==> src/rtl/mem_port_arbiter.sv <==
// Arbitrates fetch and data-stage accesses onto one single-port memory.
// Data wins by default; fetch is forced after STARVE_LIMIT back-to-back data grants.
module mem_port_arbiter #(
    parameter int unsigned STARVE_LIMIT = 4,
    parameter int unsigned TIMEOUT      = 16,
    parameter logic [31:0] ERR_DATA     = 32'hDEAD_BEEF
) (
    input  logic        clk,
    input  logic        reset,
    input  logic        if_req,
    input  logic [31:0] if_addr,
    output logic [31:0] if_rdata,
    output logic        if_ready,
    input  logic        dm_req,
    input  logic        dm_we,
    input  logic [31:0] dm_addr,
    input  logic [31:0] dm_wdata,
    output logic [31:0] dm_rdata,
    output logic        dm_ready,
    output logic        mem_req,
    output logic        mem_we,
    output logic [31:0] mem_addr,
    output logic [31:0] mem_wdata,
    input  logic [31:0] mem_rdata,
    input  logic        mem_ack,
    output logic        owner,
    output logic        busy,
    output logic        err
);

    localparam int unsigned SW = $clog2(STARVE_LIMIT + 1);
    localparam int unsigned WW = $clog2(TIMEOUT);

    localparam logic [SW-1:0] STREAK_MAX = SW'(STARVE_LIMIT);
    localparam logic [WW-1:0] WD_LAST    = WW'(TIMEOUT - 1);

    typedef enum logic [1:0] {
        S_IDLE,
        S_WAIT,
        S_RESP
    } state_t;

    state_t        r_state;
    logic [SW-1:0] r_streak;
    logic [WW-1:0] r_wdog;
    logic          r_mem_req;
    logic          r_mem_we;
    logic [31:0]   r_mem_addr;
    logic [31:0]   r_mem_wdata;
    logic          r_owner;
    logic          r_busy;
    logic          r_err;
    logic          r_if_ready;
    logic          r_dm_ready;
    logic [31:0]   r_if_rdata;
    logic [31:0]   r_dm_rdata;

    logic          w_starved;
    logic          w_grant_dm;
    logic          w_grant_if;
    logic          w_timeout;
    logic          w_finish;
    logic [31:0]   w_rdata;
    logic [SW-1:0] w_streak_inc;

    assign w_starved  = (r_streak == STREAK_MAX);
    assign w_grant_dm = dm_req && (!if_req || !w_starved);
    assign w_grant_if = if_req && !w_grant_dm;

    // An ack on the last watchdog cycle takes precedence over the timeout.
    assign w_timeout  = (r_wdog == WD_LAST);
    assign w_finish   = mem_ack || w_timeout;
    assign w_rdata    = mem_ack ? mem_rdata : ERR_DATA;

    assign w_streak_inc = w_starved ? r_streak
                                    : r_streak + SW'(1);

    always_ff @(posedge clk) begin
        if (!reset) begin
            r_state     <= S_IDLE;
            r_streak    <= '0;
            r_wdog      <= '0;
            r_mem_req   <= 1'b0;
            r_mem_we    <= 1'b0;
            r_mem_addr  <= '0;
            r_mem_wdata <= '0;
            r_owner     <= 1'b0;
            r_busy      <= 1'b0;
            r_err       <= 1'b0;
            r_if_ready  <= 1'b0;
            r_dm_ready  <= 1'b0;
            r_if_rdata  <= '0;
            r_dm_rdata  <= '0;
        end else begin
            r_if_ready <= 1'b0;
            r_dm_ready <= 1'b0;
            unique case (r_state)
                S_IDLE: begin
                    if (w_grant_dm) begin
                        r_mem_req   <= 1'b1;
                        r_mem_we    <= dm_we;
                        r_mem_addr  <= dm_addr;
                        r_mem_wdata <= dm_wdata;
                        r_owner     <= 1'b1;
                        r_busy      <= 1'b1;
                        r_wdog      <= '0;
                        r_streak    <= if_req ? w_streak_inc : '0;
                        r_state     <= S_WAIT;
                    end else if (w_grant_if) begin
                        r_mem_req   <= 1'b1;
                        r_mem_we    <= 1'b0;
                        r_mem_addr  <= if_addr;
                        r_mem_wdata <= '0;
                        r_owner     <= 1'b0;
                        r_busy      <= 1'b1;
                        r_wdog      <= '0;
                        r_streak    <= '0;
                        r_state     <= S_WAIT;
                    end
                end
                S_WAIT: begin
                    if (w_finish) begin
                        r_mem_req  <= 1'b0;
                        r_if_ready <= !r_owner;
                        r_dm_ready <= r_owner;
                        r_state    <= S_RESP;
                        if (!mem_ack) begin
                            r_err <= 1'b1;
                        end
                        if (!r_mem_we && r_owner) begin
                            r_dm_rdata <= w_rdata;
                        end
                        if (!r_mem_we && !r_owner) begin
                            r_if_rdata <= w_rdata;
                        end
                    end else begin
                        r_wdog <= r_wdog + WW'(1);
                    end
                end
                S_RESP: begin
                    r_busy  <= 1'b0;
                    r_state <= S_IDLE;
                end
                default: begin
                    r_busy    <= 1'b0;
                    r_mem_req <= 1'b0;
                    r_state   <= S_IDLE;
                end
            endcase
        end
    end

    assign if_rdata  = r_if_rdata;
    assign if_ready  = r_if_ready;
    assign dm_rdata  = r_dm_rdata;
    assign dm_ready  = r_dm_ready;
    assign mem_req   = r_mem_req;
    assign mem_we    = r_mem_we;
    assign mem_addr  = r_mem_addr;
    assign mem_wdata = r_mem_wdata;
    assign owner     = r_owner;
    assign busy      = r_busy;
    assign err       = r_err;

endmodule

==> config.mk <==
export PLATFORM = sky130hd
export DESIGN_NAME = mem_port_arbiter
export DESIGN_NICKNAME = d
export VERILOG_FILES = /design/src/rtl/mem_port_arbiter.sv
export SDC_FILE = /design/constraint.sdc
export NUM_CORES = 1
export LEC_CHECK = 0
export ABC_CLOCK_PERIOD_IN_PS = 2009
export BUFFER_PORTS_ARGS = -buffer_cell sky130_fd_sc_hd__buf_2
export CORE_UTILIZATION = 48
export CTS_BUF_LIST = sky130_fd_sc_hd__clkbuf_4
export CTS_CLUSTER_SIZE = 25
export DETAILED_ROUTE_END_ITERATION = 12
export PLACE_DENSITY = 0.82
export SYNTH_ARGS = -nofsm -noshare
export SYNTH_HDL_FRONTEND = slang
export SYNTH_SLANG_ARGS = --single-unit
==> constraint.sdc <==
create_clock -name clk -period 2.01 [get_ports clk]
set_input_delay 0.3015 -clock clk [delete_from_list [all_inputs] [get_ports clk]]
set_output_delay 0.3015 -clock clk [all_outputs]
set_load 0.01 [all_outputs]
==> flow_metrics.env <==
export IMPL_start_util_pct=50.2
export IMPL_finalSetupViolCount=0
export IMPL_crit_fanout=25
export IMPL_fin_area_mm2=0.00813
export IMPL_wl_um=18400
export IMPL_grt_pass1_wl_um=28700
export IMPL_worstSkewPairLatency_ps=530
export IMPL_ys_seq_elements=144
export IMPL_path_cells="buf_4 > or2_2 > or2_1 > buf_4 > o311a_1"
export IMPL_peakVddDrop_mv=0.352
export IMPL_ys_top_cells_by_area="dfxtp_1 (49%), o221a_2 (9.0%), o311a_1 (5.5%)"
export IMPL_critPathBufInv=2
export IMPL_async_flop_share_pct=0
export IMPL_status="completed"
export IMPL_root_buffer="clkbuf_4"
export IMPL_finalPower_mw=6.21
export IMPL_grt_max_degree=73
export IMPL_finalClockSkew_ps=6.41
export IMPL_timing_final_crit_share_pct=88.8
export IMPL_fill_cells=892
export IMPL_grt_setup_unrepaired="no"
export IMPL_die_h_um=112
export IMPL_synth_ff_type="dfxtp_1"
export IMPL_p_leak_nw=3.87
export IMPL_min_path_type="in2reg"
export IMPL_final_max_slew_viol_count=0
export IMPL_gr_total_overflow=0
export IMPL_wl_per_cell_um=17.7
export IMPL_fin_nets=1023
export IMPL_hold_ws_ps=56.0
export IMPL_dieArea_mm2=0.0126
export IMPL_antenna_found_initial=0
export IMPL_cpPeakStageDelay_ps=380
export IMPL_drt_iter0_drc=694
export IMPL_cp_start_kind="flop"
export IMPL_yosysWarnings=0
export IMPL_drive_gt1_share_pct=42.7
export IMPL_seq_area_frac_synth_pct=49.2
export IMPL_fin_tns_setup_ps=0
export IMPL_ios=269
export IMPL_gp_congestion=0.789
export IMPL_via_per_inst=5.81
export IMPL_critPathSlowestCell="o311a_1"
export IMPL_ctsLongestPathBuffers=2
export IMPL_cp_arrival_ps=2220
export IMPL_coreArea_mm2=0.0117
export IMPL_crit_path_end_kind="flop"
export IMPL_hold_viol_final=0
export IMPL_cts_made_buffers=17
export IMPL_clk_transition_reported_paths_ps=120
export IMPL_yosysTopAreaCell="dfxtp_1"
export IMPL_area_growth_pct=38.9
export IMPL_htreeDepth=4
export IMPL_synth_cell_types=43
export IMPL_num_rows=39
export IMPL_drv_cap=0
export IMPL_syn_area_per_cell_um2=9.91
export IMPL_syn_nets=728
export IMPL_placed_area_mm2=0.00734
export IMPL_clock_sinks=144
export IMPL_netlist_area_mm2=0.00585
export IMPL_period_needed_ps=1780
export IMPL_synth_edff_count=0
export IMPL_firstDrtPassIters=6
export IMPL_ant_nets=0
export IMPL_worstMarginPinSlew_ps=629
export IMPL_dp_hpwl_um=12300
export IMPL_fp_dieW_um=112
export IMPL_grt_use_total_pct=28.8
export IMPL_p_per_area_mw_per_mm2=765
export IMPL_vias=6058
export IMPL_port_buffer_count=268
export IMPL_grt_pass1_vias=5919
export IMPL_cp_required_ps=2440
export IMPL_critPathTopFamily="simple AND/OR/NAND/NOR gates"
export IMPL_fmax_mhz=560
export IMPL_synthCells=591
export IMPL_yosys_area_top_type_share_pct=49.2
export IMPL_drc=0
export IMPL_antenna_cells=0
export IMPL_cts_tree="built"
export IMPL_critPathMostFrequentCell="buf_4"
export IMPL_crit_type="reg2reg"
export IMPL_slew_headroom_pct=58.0
==> cells by family (layout without fill, tap and decap cells) <==
family	Yosys count	count (layout)	share of synthesized area (%)
adder cells (fa/ha/maj)	3	3	0.641
buffers and inverters	73	381	5.66
multiplexers	1	1	0.171
AND/OR/NAND/NOR	125	125	11.8
flip-flops	144	144	49.2
AO/OA/AOI/OAI	245	245	32.5
==> worst paths after layout <==
path | startpoint | endpoint | slack (ps) | cells past startpoint
min reg2reg | dm_rdata[29] | dm_rdata[29] | 460 | 2
max | r_state[1] | mem_addr[3] | 230 | 5
min | mem_rdata[13] | if_rdata[13] | 60 | 2
max reg2reg | r_state[1] | mem_addr[3] | 230 | 5
==> where the power goes <==
part           switching, mW  internal, mW
sequential            0.0918          3.04
clock                   1.04         0.873
combinational          0.604         0.567
total                   1.74          4.48
==> routing by layer <==
layer	vias to the layer above	track usage (%)	wire length, um
met3	57	8.59	1520
met2	323	50.4	9200
li1	2867	-	-
met5	-	0	0
met1	2811	30.9	6980
met4	0	16.9	742
==> layout by cell type, fill, tap and decap left out, types with 2 or more instances in the layout <==
cell           netlist  final
clkinv_1             1      2
o22ai_1             18     18
clkinv_2             0      3
o221a_2             47     47
o32ai_1              2      2
dfxtp_1            144    144
clkinv_4             0      5
bufinv_16            0      3
buf_4                0     28
o21bai_1            32     32
and2_1               2      2
clkinvlp_4           0      2
inv_1                2      2
a21oi_1             38     38
clkbuf_4             0     18
buf_12               0      3
nand2_1             21     21
dlygate4sd3_1        0     48
o21ai_0             36     36
a21boi_0            32     32
nand4b_1             3      3
ha_1                 3      3
buf_2               10    267
nand3_1             46     45
nor2_1               6      4
o311a_1             32     32
nor2_4               1      3
and3_1              34     34
==> state kept, by name, indices dropped and copies added (netlist names), 2 cells and up <==
signal and count:
mem_wdata 32, dm_rdata 32, r_streak 3, mem_addr 32, r_state 2, r_wdog 4, if_rdata 32
==> Yosys cell counts, types with 2 or more instances <==
library cell and instances:
and3_1 34, buf_2 10, inv_1 2, o32ai_1 2, o311a_1 32, dfxtp_1 144, nand2_1 21, o221a_2 47
o21bai_1 32, a21boi_0 32, buf_1 3, or2_1 2, o22ai_1 18, nor2_1 6, buf_6 6, o21ai_0 36
clkbuf_1 51, nand4b_1 3, ha_1 3, nand3_1 46, and2_1 2, a21oi_1 38
==> what timing repair did <==
item                                    CTS  global route
endpoints found under the hold margin    59             0
setup buffers                             0             0
gates resized for setup                   0             1
endpoints found under the setup margin    0            29
hold buffers                             48             0
==> area by class of cell <==
type	count	area, um2	share of cell area, %
tap	143	179	2.20
clock buffer	18	135	1.66
multi-input combinational	374	2670	32.8
sequential	144	2880	35.5
inverter	3	11.3	0.139
clock inverter	14	168	2.06
timing repair buffer	346	2090	25.7
==> metrics by stage <==
stage	std cells	utilization, %	worst slack, ps
6_report	1042	69.7	225
5_1_grt	1042	69.7	137
4_1_cts	1042	69.7	15.1
3_5_place_dp	962	62.9	29.2
3_3_place_gp	962	62.9	73.7
2_1_floorplan	591	-	329
Note: power is estimated with default switching activity, not from simulation.
